## config.mk

```make
export PLATFORM = sky130hd
export DESIGN_NAME = prbs_derandomizer_flat
export DESIGN_NICKNAME = d
export VERILOG_FILES = /design/src/rtl/wimax_pkg.sv /design/src/rtl/prbs_derandomizer_if.sv /design/src/rtl/prbs_lfsr15.sv /design/src/rtl/prbs_derandomizer.sv /design/src/flat_wrapper.sv
export SDC_FILE = /design/constraint.sdc
export NUM_CORES = 1
export LEC_CHECK = 0
export CAP_MARGIN = 40
export CORE_UTILIZATION = 25
export DETAILED_ROUTE_END_ITERATION = 6
export SETUP_SLACK_MARGIN = 0.2
export SYNTH_ARGS = -nofsm -noshare
export SYNTH_HDL_FRONTEND = slang
export SYNTH_HIERARCHICAL = 1
export SYNTH_SLANG_ARGS = --single-unit
```

## constraint.sdc

```tcl
create_clock -name clk -period 3.7 [get_ports clk]
set_clock_uncertainty 0.1 [all_clocks]
set_input_delay 0.74 -clock clk [delete_from_list [all_inputs] [get_ports clk]]
set_output_delay 0.74 -clock clk [all_outputs]
set_load 0.01 [all_outputs]
```

## src/rtl/wimax_pkg.sv

```systemverilog
// WiMAX PHY shared constants: randomizer seed, FEC block length and derandomizer state type.
// Used by both the TX randomizer and the RX derandomizer so their sequences always match.
package wimax_pkg;
  localparam logic [1:15] SEED       = 15'b100101010000000;
  localparam int          BLOCK_BITS = 96;

  typedef enum logic {DR_IDLE, DR_RUN} derand_state_t;
endpackage

```

## src/rtl/prbs_derandomizer_if.sv

```systemverilog
// Bit-serial valid/ready stream bus for the derandomizer: upstream input side and downstream output side.
// slave = the derandomizer; master = whatever feeds it and drains it.
interface prbs_derandomizer_if;
  logic i_valid;
  logic i_data;
  logic i_ready;
  logic o_valid;
  logic o_data;
  logic o_last;
  logic o_ready;

  modport slave (
    input  i_valid, i_data, o_ready,
    output i_ready, o_valid, o_data, o_last
  );

  modport master (
    output i_valid, i_data, o_ready,
    input  i_ready, o_valid, o_data, o_last
  );
endinterface

```

## src/rtl/prbs_lfsr15.sv

```systemverilog
// One combinational step of the 1+x^14+x^15 LFSR, register indexed [1:15] as in the WiMAX standard.
// Shared by the TX randomizer and the RX derandomizer.
module prbs_lfsr15 (
  input  logic [1:15] state,
  output logic [1:15] next_state,
  output logic        out_bit
);
  always_comb begin
    out_bit    = state[14] ^ state[15];
    next_state = {out_bit, state[1:14]};
  end
endmodule

```

## src/rtl/prbs_derandomizer.sv

```systemverilog
// WiMAX receive-side PRBS de-whitening with valid/ready backpressure and per-block reseed.
// Optional macro PRBS_DERAND_BYPASS_EN adds a 'bypass' port that passes raw bits while keeping alignment.
module prbs_derandomizer #(
  parameter int BLOCK_BITS = wimax_pkg::BLOCK_BITS,
  parameter int CNT_W      = 7
) (
  input  logic clk,
  input  logic rst_n,
  input  logic load,
  input  logic en,
`ifdef PRBS_DERAND_BYPASS_EN
  input  logic bypass,
`endif
  prbs_derandomizer_if.slave bus
);
  import wimax_pkg::*;

  localparam logic [0:0]       ST_IDLE  = DR_IDLE;
  localparam logic [0:0]       ST_RUN   = DR_RUN;
  localparam logic [CNT_W-1:0] LAST_CNT = CNT_W'(BLOCK_BITS - 1);

  logic [0:0]       state_q, state_d;
  logic [1:15]      lfsr_q, lfsr_d;
  logic [CNT_W-1:0] cnt_q, cnt_d;
  logic             o_valid_q, o_valid_d;
  logic             o_data_q, o_data_d;
  logic             o_last_q, o_last_d;

  logic [1:15]      lfsr_next;
  logic             prbs_bit;
  logic             i_ready;
  logic             accept;
  logic             last_bit;
  logic             raw_pass;

  prbs_lfsr15 u_lfsr (
    .state      (lfsr_q),
    .next_state (lfsr_next),
    .out_bit    (prbs_bit)
  );

`ifdef PRBS_DERAND_BYPASS_EN
  assign raw_pass = bypass;
`else
  assign raw_pass = 1'b0;
`endif

  always_comb begin
    i_ready  = (state_q == ST_RUN) && en && !load && (!o_valid_q || bus.o_ready);
    accept   = bus.i_valid && i_ready;
    last_bit = (cnt_q == LAST_CNT);

    state_d   = state_q;
    lfsr_d    = lfsr_q;
    cnt_d     = cnt_q;
    o_valid_d = o_valid_q;
    o_data_d  = o_data_q;
    o_last_d  = o_last_q;

    // load restarts the block and drops any pending output bit
    if (load) begin
      state_d   = ST_RUN;
      lfsr_d    = SEED;
      cnt_d     = '0;
      o_valid_d = 1'b0;
      o_last_d  = 1'b0;
    end else if (accept) begin
      o_data_d  = raw_pass ? bus.i_data : (bus.i_data ^ prbs_bit);
      o_valid_d = 1'b1;
      o_last_d  = last_bit;
      if (last_bit) begin
        cnt_d  = '0;
        lfsr_d = SEED;
      end else begin
        cnt_d  = cnt_q + 1'b1;
        lfsr_d = lfsr_next;
      end
    end else if (o_valid_q && bus.o_ready) begin
      o_valid_d = 1'b0;
      o_last_d  = 1'b0;
    end
  end

  always_ff @(posedge clk) begin
    if (!rst_n) begin
      state_q   <= ST_IDLE;
      lfsr_q    <= '0;
      cnt_q     <= '0;
      o_valid_q <= 1'b0;
      o_data_q  <= 1'b0;
      o_last_q  <= 1'b0;
    end else begin
      state_q   <= state_d;
      lfsr_q    <= lfsr_d;
      cnt_q     <= cnt_d;
      o_valid_q <= o_valid_d;
      o_data_q  <= o_data_d;
      o_last_q  <= o_last_d;
    end
  end

  assign bus.i_ready = i_ready;
  assign bus.o_valid = o_valid_q;
  assign bus.o_data  = o_data_q;
  assign bus.o_last  = o_last_q;
endmodule

```

## src/flat_wrapper.sv

```systemverilog
// flat-port wrapper written by rule: the top's interface ports become plain ports
module prbs_derandomizer_flat import wimax_pkg::*;
#(
  parameter int BLOCK_BITS = wimax_pkg::BLOCK_BITS,
  parameter int CNT_W      = 7
)
  (clk, rst_n, load, en, bus_i_valid, bus_i_data, bus_o_ready, bus_i_ready, bus_o_valid, bus_o_data, bus_o_last);
  prbs_derandomizer_if bus_i ();
  input  logic clk;
  input  logic rst_n;
  input  logic load;
  input  logic en;
  input wire logic [$bits(bus_i.i_valid)-1:0] bus_i_valid;
  input wire logic [$bits(bus_i.i_data)-1:0] bus_i_data;
  input wire logic [$bits(bus_i.o_ready)-1:0] bus_o_ready;
  output wire logic [$bits(bus_i.i_ready)-1:0] bus_i_ready;
  output wire logic [$bits(bus_i.o_valid)-1:0] bus_o_valid;
  output wire logic [$bits(bus_i.o_data)-1:0] bus_o_data;
  output wire logic [$bits(bus_i.o_last)-1:0] bus_o_last;
  assign bus_i.i_valid = bus_i_valid;
  assign bus_i.i_data = bus_i_data;
  assign bus_i.o_ready = bus_o_ready;
  assign bus_i_ready = bus_i.i_ready;
  assign bus_o_valid = bus_i.o_valid;
  assign bus_o_data = bus_i.o_data;
  assign bus_o_last = bus_i.o_last;
  prbs_derandomizer #(.BLOCK_BITS(BLOCK_BITS), .CNT_W(CNT_W)) u_core (.clk(clk), .rst_n(rst_n), .load(load), .en(en), .bus(bus_i));
endmodule
```

==> Word level (Yosys, flattened, before mapping) <==
Index checks and enable logic that the tools add are counted.
{ "totals": {"ff_bits": 26, "in_bits": 7, "output_inout_bits": 4} }
{ "classes": {"addsub": 1, "eq_ne": 1, "muxes": 7, "bitwise_logic": 4, "reduce_logical": 12} }
{ "ops": {"columns": ["op", "count"], "rows": [
  ["$mux 15", 3],
  ["$add 7x1->7 const B", 1],
  ["$eq 7x7->1 const B", 1],
  ["$mux 7", 1],
  ["$logic_and 1x1->1", 5],
  ["$reduce_bool 2->1", 2],
  ["$mux 1", 3],
  ["$logic_not 1->1", 2],
  ["$not 1->1", 2],
  ["$reduce_and 2->1", 1],
  ["$reduce_or 2->1", 1],
  ["$xor 1x1->1", 2],
  ["$logic_or 1x1->1", 1]
]} }

==> Longest topological paths before layout <==
Gate-level depths: netlist (run 1).
{ "depth": {"ltp_word": 6, "depth_mapped": 7} }

==> Cells and area by module <==
The synthesis (run 1) kept the hierarchy.
{ "modules_own_cells": {"columns": ["mod", "instances", "cells_each", "area_each_um2", "seq_area_each_um2"], "rows": [
  ["prbs_derandomizer", 1, 129, 1089.8, 520.5],
  ["prbs_lfsr15", 1, 16, 121.4, 0.0]
]} }

==> Least setup slack after synthesis (run 1) <==
OpenSTA, ideal clock, no wires.
{ "synth_timing": {"path_type": "input -> register", "from": "in load", "to": "reg u_core.cnt_q[3]", "setup_ns": 0.074, "arrival_time_ns": 1.837, "required_time_ns": 3.526, "path_slack_ns": 1.689, "path_stages": 5, "path_cell_list": "buf_6 and4b_1 nand2_2 or4_1 a31oi_1"} }
{ "synth_between": {"elab_chain_cells": 4, "word_cells_on_any_way": 5, "cone_classes": "reduce/logical: 5"} }
{ "synth_rtl": {"columns": ["item", "line_no", "text"], "rows": [
  ["from (decl)", "flat_wrapper.sv:11", "input logic load;"],
  ["$logic_not 1->1", "prbs_derandomizer.sv:49", "i_ready = (state_q == ST_RUN) && en && !load && (!o_valid_q || bus.o_ready);"],
  ["$logic_and 1x1->1 (2 in series)", "prbs_derandomizer.sv:49", null],
  ["$logic_and 1x1->1", "prbs_derandomizer.sv:50", "accept = bus.i_valid && i_ready;"],
  ["to (signal assigned)", "prbs_derandomizer.sv:95", "cnt_q <= cnt_d;"],
  ["to (decl)", "prbs_derandomizer.sv:24", "logic [CNT_W-1:0] cnt_q, cnt_d;"]
]} }
Several ways; a longest one is shown, not always the timed one.
A chain may end at the register's enable or synchronous reset.

==> Worst setup path after layout (run 1) <==
{ "layout_timing": {"from": "in bus_o_ready", "to": "out bus_i_ready"} }
{ "layout_between": {"elab_chain_cells": 2} }
{ "layout_rtl": {"columns": ["item", "line_no", "text"], "rows": [
  ["from (decl)", "flat_wrapper.sv:15", "input wire logic [$bits(bus_i.o_ready)-1:0] bus_o_ready;"],
  ["$logic_or 1x1->1", "prbs_derandomizer.sv:49", null],
  ["$logic_and 1x1->1", "prbs_derandomizer.sv:49", null],
  ["to (decl)", "flat_wrapper.sv:16", "output wire logic [$bits(bus_i.i_ready)-1:0] bus_i_ready;"]
]} }
No other way between the ends.

==> results of run 1 <==
-- cells in the final DEF (no fill, tap or decap) --
cell type,Yosys,final
o21ai_0,2,2
clkdlybuf4s50_1,0,10
a31oi_1,1,1
or4_1,4,4
and3_4,1,1
xor2_1,2,2
o21a_1,1,1
clkbuf_8,0,3
o211a_1,1,1
and4b_1,2,2
and2_1,1,1
inv_1,1,1
nand2b_1,2,2
nand3_1,18,18
nand2_1,20,20
dfxtp_1,26,26
buf_4,16,2
ha_1,1,1
o31ai_1,5,5
a21oi_1,20,20
xnor2_1,1,1
nor2b_1,1,1
nand4_1,1,1
nand2_2,1,1
o21ai_1,1,1
and4_4,1,1
nor2_1,6,6
-- power groups by stage --
| stage | logic (W) | clock network [W] | registers, W |
|---|---|---|---|
| 6_report | 0.0000264 | 0.000159 | 0.000287 |
| 5_1_grt | 0.0000286 | 0.000174 | 0.000288 |
| 4_1_cts | 0.0000265 | 0.000166 | 0.000287 |
| 3_5_place_dp | 0.0000263 | 0 | 0.000294 |
| 3_3_place_gp | 0.0000265 | 0 | 0.000294 |
| 2_1_floorplan | 0.0000202 | 0 | 0.000293 |
-- cell families after synthesis --
family	count (synthesis)	share of synthesized area [%]
DFF	26	42.98
xor gates and xnor gates	3	2.170
adders and majority gates	1	1.033
buffers and inverters	26	14.67
AOI/OAI and AO/OA	31	14.57
and+or+nand+nor	58	24.59
-- synthesized netlist by cell type --
| master | n |
|---|---|
| a21oi_1 | 20 |
| a31oi_1 | 1 |
| and2_1 | 1 |
| and3_4 | 1 |
| and4_4 | 1 |
| and4b_1 | 2 |
| buf_1 | 1 |
| buf_2 | 4 |
| buf_4 | 16 |
| buf_6 | 2 |
| clkbuf_1 | 2 |
| dfxtp_1 | 26 |
| ha_1 | 1 |
| inv_1 | 1 |
| nand2_1 | 20 |
| nand2_2 | 1 |
| nand2b_1 | 2 |
| nand3_1 | 18 |
| nand4_1 | 1 |
| nor2_1 | 6 |
| nor2b_1 | 1 |
| o211a_1 | 1 |
| o21a_1 | 1 |
| o21ai_0 | 2 |
| o21ai_1 | 1 |
| o31ai_1 | 5 |
| or4_1 | 4 |
| xnor2_1 | 1 |
| xor2_1 | 2 |
-- metrics by stage --
step	setup slack (ps)	cells	cell area (um^2)	total power, W	hold slack [ps]
3_3_place_gp	736.5	184	1217	0.0003205	341.6
6_report	714.3	187	1259	0.0004728	355.7
4_1_cts	712.1	187	1259	0.0004797	357.5
2_1_floorplan	1689	145	1211	0.0003137	332.3
5_1_grt	655.6	187	1259	0.0004911	374.2
3_5_place_dp	715.2	184	1217	0.0003203	343.8
-- worst register-to-register path, cell delays in order, from the launching register on --
cell     delay, ps
dfxtp_1        360
and4b_1        270
nand2_2        270
or4_1          570
a31oi_1        160
-- area by class of cell --
cell class	count	area, um^2	share of cell area [%]
sequential	26	520.5	41.35
inverter	1	3.754	0.2982
clock buffer	3	41.29	3.280
tap	52	65.06	5.169
multi-input combinational	93	513.0	40.76
timing repair buffer	12	115.1	9.145
-- state kept, by name, summed over array words and instances (netlist names) --
register	flops
u_core/lfsr_q	15
u_core/cnt_q	7
u_core/bus.o_data	1
u_core/bus.o_last	1
u_core/bus.o_valid	1
u_core/state_q	1
-- worst paths after layout --
kind | startpoint | to | slack [ps] | depth (start not counted)
max | bus_o_ready | bus_i_ready | 710 | 4
min | u_core/lfsr_q[9] | u_core/lfsr_q[9] | 360 | 2
max reg2reg | u_core/state_q | u_core/cnt_q[3] | 1900 | 4
min reg2reg | u_core/lfsr_q[9] | u_core/lfsr_q[9] | 360 | 2
-- layer usage --
metal | up-vias | part of all wire (%) | global-route usage, %
li1 | 470 | - | -
met1 | 411 | 51 | 11.66
met2 | 17 | 42 | 13.42
met3 | 4 | 4.4 | 2.954
met4 | 0 | 2.6 | 5.882
met5 | - | 0 | 0
==> impl_table.tex, run 1 <==
\begin{tabular}{lr}
\hline
Metric & Value \\
\hline
\multicolumn{2}{l}{\textbf{Logic synthesis}} \\
Synthesized Nets & 153 \\
Biggest area consumer among synthesized cells & dfxtp\_1 \\
Syn Std Cell Area & 1211 um\^{}2 \\
Number of unique standard cell types used by synthesis & 29 \\
Sequential-to-total area share from yosys stat & 42.98\% \\
Warnings, synthesis & 6 \\
Mean area per synthesized cell & 8.353 um\^{}2 \\
Flip-flop and latch count after synthesis & 26 \\
Top post-synthesis cells by area & dfxtp\_1 43\%, buf\_4 9.9\%, a21oi\_1 8.3\% \\
Post-synth top area share & 42.98\% \\
Number of cells produced by synthesis & 145 \\
\multicolumn{2}{l}{\textbf{Clock tree}} \\
Maximum clock insertion buffer count & 2 \\
Number of clock sinks & 26 \\
Cts bufs inserted & 3 \\
Clock latency on the worst-skew pair & 270 ps \\
Cell at the root of the clock tree & clkbuf\_8 \\
Clk slew on worst S/H paths & 80 ps \\
Post\_cts resized & 0 \\
Setup repair bufs after CTS & 0 \\
CTS tree & yes \\
Maximum level of the CTS H-tree & 1 \\
Post-CTS Hold Buffers & 0 \\
\multicolumn{2}{l}{\textbf{Drt}} \\
Average wire per standard cell & 11.58 um \\
Routed WL & 2166 um \\
Violation count after the first detailed-routing iteration & 29 \\
Antenna-violating nets left & 0 \\
Number of vias per cell & 4.824 \\
First drt pass iteration count & 4 \\
Remaining DRCs & 0 \\
Routed vias & 902 \\
\multicolumn{2}{l}{\textbf{Worst setup path}} \\
Data arrival time of the critical path & 2150 ps \\
Nature of the critical path endpoint & primary output \\
Critical path buffers and inverters & 2 \\
Cell family with the largest share of critical-path delay & buffers and inverters \\
Required time reported for the critical path endpoint & 2860 ps \\
Most frequent cell on the critical path & clkdlybuf4s50\_1 \\
Largest stage delay, worst path & 530 ps \\
Slowest stage cell on the critical path & clkdlybuf4s50\_1 \\
Worst setup path class & in -> out \\
Largest driver fanout on the critical path & 5 \\
Critical path cell sequence & clkdlybuf4s50\_1 -> nand2b\_1 -> and4b\_1 -> clkdlybuf4s50\_1 \\
Nature of the critical path startpoint & input pin \\
\multicolumn{2}{l}{\textbf{Run}} \\
Number of max-capacitance violations reported & 0 \\
\multicolumn{2}{l}{\textbf{Timing}} \\
Final Critical Period & 2986 ps \\
Achievable frequency & 334.9 MHz \\
RSZ-0062 raised after global routing & no \\
Setup tns final & 0 ps \\
Number of failing setup endpoints in the final timing report & 0 \\
Final Max Slew Viols & 0 \\
Final clock period utilization by the worst path & 80.69\% \\
Slew margin rel. & 61.25\% \\
Slew at the pin closest to its max-slew limit & 579.5 ps \\
Final Hold Fails & 0 \\
\multicolumn{2}{l}{\textbf{Hold path}} \\
Worst hold path type & reg -> reg \\
\multicolumn{2}{l}{\textbf{Floorplanning}} \\
Core Box Area & 4504 um\^{}2 \\
Die area & 5127 um\^{}2 \\
Vertical die dimension & 71.61 um \\
Die Span X & 71.61 um \\
Starting density of the core & 26.89\% \\
Core Rows & 24 \\
Top-level I/O count & 11 \\
\multicolumn{2}{l}{\textbf{Power and ir drop}} \\
Sequential cell fraction of total power & 60.8\% \\
Switching component of the power & 0.0001021 W \\
Power Density & 375.6 nW/um\^{}2 \\
Logic pwr share & 5.6\% \\
Internal portion of total power & 0.0003706 W \\
Leakage Power & 0.4036 nW \\
Max rail drop VDD & 246.7 uV \\
Clock power frac & 33.6\% \\
Share of total power consumed by net switching & 21.60\% \\
\multicolumn{2}{l}{\textbf{Place}} \\
I/O Buffers & 10 \\
Post-DP HPWL & 1358 um \\
Final weighted congestion in routability-driven placement & 0.7441 \\
\multicolumn{2}{l}{\textbf{GRT}} \\
Number of antenna violations at the first check in global routing & 0 \\
Leftover overflow at the end of global routing & 0 \\
Via count of the first global-routing pass & 809 \\
Pin count of the biggest net entering global routing & 25 \\
Overall routing resource usage & 9.193\% \\
Global-route wire length before repair & 3615 um \\
\multicolumn{2}{l}{\textbf{Outcome}} \\
Status & complete, no violations \\
\multicolumn{2}{l}{\textbf{Final layout}} \\
Final design utilization & 27.94\% \\
Number of antenna repair diodes & 0 \\
Layout filler cell count & 486 \\
Proportion of layout cells with a drive suffix above 1 & 5.926\% \\
Layout overhead on the synthesized area & 3.926\% \\
Net count of the finished layout & 145 \\
\hline
\end{tabular}
(Power assumes the default switching activity.)
==> run 2, diff against run 1 <==
Clock period 3.7 ns to 2.6 ns, I/O delays scaled along.
==> impl_table.tex, run 2 (synthesized netlist as in run 1, its figures left out) <==
\begin{tabular}{lr}
\hline
Metric & Value \\
\hline
\multicolumn{2}{l}{\textbf{GRT}} \\
Global-route wire length before repair & 3788 um (+4.8\%) \\
Pin count of the biggest net entering global routing & 25 (unchanged) \\
Number of antenna violations at the first check in global routing & 0 (unchanged) \\
Via count of the first global-routing pass & 852 (+5.3\%) \\
Leftover overflow at the end of global routing & 0 (unchanged) \\
Overall routing resource usage & 9.271\% (+0.078 points) \\
\multicolumn{2}{l}{\textbf{Worst setup path}} \\
Largest stage delay, worst path & 470 ps (-60 ps) \\
Required time reported for the critical path endpoint & 1980 ps (-880 ps) \\
Critical path cell sequence & clkdlybuf4s50\_1 -> nand2b\_1 -> and4b\_1 -> dlygate4sd2\_1 \\
Nature of the critical path startpoint & input pin \\
Data arrival time of the critical path & 1570 ps (-580 ps) \\
Slowest stage cell on the critical path & clkdlybuf4s50\_1 \\
Nature of the critical path endpoint & primary output \\
Largest driver fanout on the critical path & 2 (-3) \\
Cell family with the largest share of critical-path delay & buffers and inverters \\
Worst setup path class & in -> out \\
Critical path buffers and inverters & 2 (unchanged) \\
\multicolumn{2}{l}{\textbf{Power and ir drop}} \\
Switching component of the power & 0.0001545 W (+51\%) \\
Sequential cell fraction of total power & 52.0\% (-8.8 points) \\
Power after layout & 0.0007862 W (+66\%) \\
Power Density & 596.8 nW/um\^{}2 (+59\%) \\
Internal portion of total power & 0.0006317 W (+70\%) \\
Clock power frac & 42.8\% (+9.2 points) \\
Leakage Power & 0.4400 nW (+9.0\%) \\
Max rail drop VDD & 292.6 uV (+19\%) \\
Logic pwr share & 5.1\% (-0.5 points) \\
Share of total power consumed by net switching & 19.65\% (-2.0 points) \\
\multicolumn{2}{l}{\textbf{Clock tree}} \\
Clk slew on worst S/H paths & 90 ps (about the same) \\
Setup repair bufs after CTS & 0 (unchanged) \\
Post-CTS Hold Buffers & 0 (unchanged) \\
Maximum level of the CTS H-tree & 1 (unchanged) \\
Clock latency on the worst-skew pair & 270 ps (about the same) \\
Cell at the root of the clock tree & clkbuf\_8 \\
CTS tree & yes \\
Number of clock sinks & 26 (unchanged) \\
Maximum clock insertion buffer count & 2 (unchanged) \\
Cts bufs inserted & 3 (unchanged) \\
\multicolumn{2}{l}{\textbf{Timing}} \\
RSZ-0062 raised after global routing & no \\
Final Hold Fails & 0 (unchanged) \\
Final Max Slew Viols & 0 (unchanged) \\
Final Critical Period & 2195 ps \\
Slew at the pin closest to its max-slew limit & 559.3 ps (-20.20 ps) \\
Slew margin rel. & 62.60\% (+1.4 points) \\
Final clock period utilization by the worst path & 84.42\% \\
Number of failing setup endpoints in the final timing report & 0 (unchanged) \\
Achievable frequency & 455.6 MHz \\
Setup tns final & 0 ps (unchanged) \\
\multicolumn{2}{l}{\textbf{Final layout}} \\
Regs by FF count & u\_core/lfsr\_q x15, u\_core/cnt\_q x7 \\
Total area of multi-input combinational cells & 513.0 um\^{}2 (unchanged) \\
Net count of the finished layout & 149 (+2.8\%) \\
Most frequent standard cell in the layout excluding fill and tap cells & dfxtp\_1 \\
Area of all sequential standard cells & 520.5 um\^{}2 (unchanged) \\
Register ranked first by flip-flop count & u\_core/lfsr\_q \\
Proportion of layout cells with a drive suffix above 1 & 9.286\% (+3.4 points) \\
Layout overhead on the synthesized area & 8.781\% \\
Flip-flop count of the largest register, all copies and words added & 15 (unchanged) \\
Highest-count cells in the layout ignoring fill and taps & 26 x dfxtp\_1, 20 x nand2\_1, 20 x a21oi\_1 \\
Layout filler cell count & 479 (-1.4\%) \\
Number of antenna repair diodes & 0 (unchanged) \\
\multicolumn{2}{l}{\textbf{Drt}} \\
Antenna-violating nets left & 0 (unchanged) \\
Routed WL & 2207 um (+1.9\%) \\
Average wire per standard cell & 11.49 um (-0.76\%) \\
Routed vias & 909 (+0.78\%) \\
Number of vias per cell & 4.734 (-1.8\%) \\
First drt pass iteration count & 4 (unchanged) \\
Violation count after the first detailed-routing iteration & 15 (-48\%) \\
Remaining DRCs & 0 (unchanged) \\
\multicolumn{2}{l}{\textbf{Floorplanning}} \\
Die area & 5127 um\^{}2 (unchanged) \\
Core Box Area & 4504 um\^{}2 (unchanged) \\
Starting density of the core & 26.89\% (unchanged) \\
Core Rows & 24 (unchanged) \\
Vertical die dimension & 71.61 um (unchanged) \\
Die Span X & 71.61 um (unchanged) \\
Top-level I/O count & 11 (unchanged) \\
\multicolumn{2}{l}{\textbf{Place}} \\
Post-DP HPWL & 1422 um (+4.7\%) \\
Final weighted congestion in routability-driven placement & 0.7461 (+0.27\%) \\
I/O Buffers & 10 (unchanged) \\
\multicolumn{2}{l}{\textbf{Hold path}} \\
Worst hold path type & reg -> reg \\
\multicolumn{2}{l}{\textbf{Outcome}} \\
Status & complete, no violations \\
\multicolumn{2}{l}{\textbf{Run}} \\
Number of max-capacitance violations reported & 0 (unchanged) \\
\hline
\end{tabular}
-- run 2: worst paths after layout --
kind / cells past startpoint / slack [ps] / end / start
min reg2reg: 2 / 360 / u_core/lfsr_q[5] / u_core/lfsr_q[5]
max reg2reg: 4 / 860 / u_core/cnt_q[3] / u_core/cnt_q[0]
min: 2 / 360 / u_core/lfsr_q[5] / u_core/lfsr_q[5]
max: 4 / 410 / bus_i_ready / bus_o_ready
-- run 2: what timing repair did --
| item | in CTS | in global routing |
|---|---|---|
| hold endpoints to repair | 0 | 0 |
| resized for setup | 1 | 0 |
| setup endpoints to repair | 1 | 0 |
-- run 2: metal layers --
metal | up-vias | track usage (%) | share of wire (%)
met2 | 15 | 14.47 | 44
met4 | 0 | 4.575 | 1.6
li1 | 478 | - | -
met5 | - | 0 | 0
met1 | 412 | 12.58 | 52
met3 | 4 | 1.266 | 2.5
-- run 2: power groups by stage --
stage / combinational [W] / sequential [W] / clock [W]
finish: 0.0000405 / 0.000409 / 0.000337
global route: 0.0000453 / 0.000410 / 0.000363
CTS: 0.0000411 / 0.000409 / 0.000348
detailed placement: 0.0000413 / 0.000418 / 0
global placement: 0.0000416 / 0.000418 / 0
floorplan: 0.0000288 / 0.000418 / 0
-- run 2: area by class of cell --
| cell class | instances | area share [%] |
|---|---|---|
| multi-input combinational | 93 | 38.94 |
| sequential | 26 | 39.51 |
| timing repair buffer | 16 | 10.92 |
| tap | 52 | 4.938 |
| clock buffer | 3 | 3.134 |
| clock inverter | 1 | 2.279 |
| inverter | 1 | 0.2849 |
-- run 2: through the flow --
stage                     setup WS [ps]  hold slack (ps)  instance area [um^2]  cells  util [%]
final                             405.1            362.0                  1318    192     29.25
after global routing              350.8            371.8                  1318    192     29.25
after CTS                         395.1            361.8                  1318    192     29.25
after detailed placement          125.4            346.4                  1247    188     27.69
after global placement            150.9            342.8                  1247    188     27.69
after floorplan                   808.7            332.3                  1211    145         -
-- run 2: worst min-delay path: stages (launching register included) --
cell and delay [ps]:
dfxtp_1 320, nand2_1 50, a21oi_1 50
==> edit (flow settings as in run 1) <==
`CNT_W` is set to 7 in 2 places; all go to 5.
--- a/src/rtl/prbs_derandomizer.sv
+++ b/src/rtl/prbs_derandomizer.sv
@@ -2,7 +2,7 @@
 // Optional macro PRBS_DERAND_BYPASS_EN adds a 'bypass' port that passes raw bits while keeping alignment.
 module prbs_derandomizer #(
   parameter int BLOCK_BITS = wimax_pkg::BLOCK_BITS,
-  parameter int CNT_W      = 7
+  parameter int CNT_W      = 5
 ) (
   input  logic clk,
   input  logic rst_n,
--- a/src/flat_wrapper.sv
+++ b/src/flat_wrapper.sv
@@ -2,7 +2,7 @@
 module prbs_derandomizer_flat import wimax_pkg::*;
 #(
   parameter int BLOCK_BITS = wimax_pkg::BLOCK_BITS,
-  parameter int CNT_W      = 7
+  parameter int CNT_W      = 5
 )
   (clk, rst_n, load, en, bus_i_valid, bus_i_data, bus_o_ready, bus_i_ready, bus_o_valid, bus_o_data, bus_o_last);
   prbs_derandomizer_if bus_i ();
Behaviour: same outputs for any inputs over 10 cycles, from zero or initial values and one cycle with rst_n low; that may be too few to reach the edited logic, so the function may still have changed.
==> edit against run 1 <==
Global-route usage rose by 0.73 points. Wire length rose by 13%. Count of clock-buffer cells in the layout did not move. Critical endpoint unchanged. Synthesized area rose by 3.0%. Via count rose by 1.6%. Total power fell by 5.6%. Clock power fell by 6%. Combinational power rose by 16%. Non-clock buffer count did not move. Highest routed layer unchanged. Sequential cell count fell by 2. Critical path type unchanged. Largest power group unchanged. Worst setup slack improved by 0.056 ns. Critical path depth fell by 1. Design area rose by 3.0%. Utilization fell by 0.68 points.
==> edit: results (changes against run 1) <==
- Run status: finished clean (unchanged)
- GRT Resource Usage Total: 0.0992 (was 0.0919)
- Distinct cell type count of the synthesized netlist: 32 (was 29)
- Leakage power figure: 0.000414 uW (was 0.000404 uW)
- Slowest Stage Delay on Critical Path: 0.56 ns (was 0.53 ns)
- Global-route met1 utilization: 0.119 (was 0.117)
- Global-route wire length before repair: 4.08 mm (was 3.62 mm)
- Fillers: 543 (was 486)
- Wire length reported by the detailed router: 2.44 mm (was 2.17 mm)
- Source of the critical timing path: load (was bus_o_ready)
- Mapped Cells: 138 (was 145)
- Via count of the first global-routing pass: 879 (was 809)
- Number of nets in the layout: 136 (was 145)
- Top cells by area, synth: sky130_fd_sc_hd__dfxtp_1 39%, sky130_fd_sc_hd__buf_4 9.0%, sky130_fd_sc_hd__nand4b_1 7.7%, sky130_fd_sc_hd__a21oi_1 6.8%, sky130_fd_sc_hd__o21ai_0 4.0% (was sky130_fd_sc_hd__dfxtp_1 43%, sky130_fd_sc_hd__buf_4 9.9%, sky130_fd_sc_hd__a21oi_1 8.3%, sky130_fd_sc_hd__nand3_1 7.4%, sky130_fd_sc_hd__nand2_1 6.2%)
- Number of DRC violations after detailed-routing iteration 0: 63 (was 29)
- Gp weighted congestion: 0.680 (was 0.744)
- Worst slew slack as a fraction of its limit: 0.481 (was 0.613)
- Maximum net fanout on the critical path: 10 (was 5)
- Setup Fix Bufs, Post-CTS: 0 (unchanged)
- Global routing met3 resource utilization: 0.0166 (was 0.0295)
- Top post-synthesis cells by count: 24 x sky130_fd_sc_hd__dfxtp_1, 17 x sky130_fd_sc_hd__a21oi_1, 15 x sky130_fd_sc_hd__buf_4 (was 26 x sky130_fd_sc_hd__dfxtp_1, 20 x sky130_fd_sc_hd__a21oi_1, 20 x sky130_fd_sc_hd__nand2_1)
- Switching share of power: 0.215 (was 0.216)
- DR vias: 916 (was 902)
- Min-delay src: u_core/lfsr_q[7] (was u_core/lfsr_q[9])
- Fraction of layout instances using a drive strength above 1: 0.0640 (was 0.0593)
- Number of nets produced by synthesis: 147 (was 153)
- Registers with the highest flip-flop counts: u_core/lfsr_q (15), u_core/cnt_q (5) (was u_core/lfsr_q (15), u_core/cnt_q (7))
- Register area share after synthesis: 0.385 (was 0.430)
- Max rail drop VDD: 0.000142 V (was 0.000247 V)
edit: cell types whose count changed in the layout (fill, tap and decap cells not counted), sizes merged, moves of 2 or more:
| cell | run 1 | this run |
|---|---|---|
| nand2 | 21 | 3 |
| nand3 | 18 | 3 |
| o21ai | 3 | 18 |
| nand4b | 0 | 12 |
| o311a | 0 | 4 |
| o31ai | 5 | 1 |
| a21oi | 20 | 17 |
| or4 | 4 | 1 |
| dfxtp | 26 | 24 |
| nor3 | 0 | 2 |
| o311ai | 0 | 2 |
edit: cell type report:
class,instances,area share
multi-input cells,86,0.444
flip-flops and latches,24,0.371
repair buffers,12,0.0888
well taps,67,0.0647
clock buffers,3,0.0319
edit: cell families (layout without fill, tap and decap cells):
kind of cell,Yosys count,in the layout,share of synthesized area
compound gates,46,46,0.223
simple gates,36,36,0.205
buf+inv,28,15,0.153
flops,24,24,0.385
fa+ha+maj,2,2,0.0201
xor+xnor,2,2,0.0140
edit: tightest hold or removal path, delay by kind of cell (launching register included):
family,cells,cell delay [ns]
flip-flops,1,0.31
AO/OA/AOI/OAI,2,0.12
edit: through the flow:
stage,instances,hold WS (ns),worst slack (ns),instance area [um2]
final,192,0.376,0.770,1300
after global routing,192,0.393,0.689,1300
after CTS,192,0.380,0.743,1300
after detailed placement,189,0.367,0.743,1250
after global placement,189,0.363,0.780,1250
after floorplan,138,0.350,1.60,1250
edit: path summary, 6_finish.rpt:
kind	to	slack [ns]	cells after the start
setup / recovery	bus_i_ready	0.77	3
hold / removal	u_core/lfsr_q[7]	0.38	2
setup reg to reg	u_core/cnt_q[2]	1.61	6
hold reg to reg	u_core/lfsr_q[7]	0.38	2
edit: power groups by stage:
stage                     registers [uW]  logic (uW)  clock network, uW
after floorplan                      272        24.4                  0
after global placement               273        30.5                  0
after CTS                            267        30.7                157
final                                267        30.6                149
after detailed placement             273        30.7                  0
after global routing                 267        33.8                167
edit: routing by layer:
layer | vias up | wire, um
li1 | 471 | -
met1 | 438 | 1130
met2 | 5 | 1260
met3 | 2 | 37
met4 | 0 | 17
met5 | - | 0
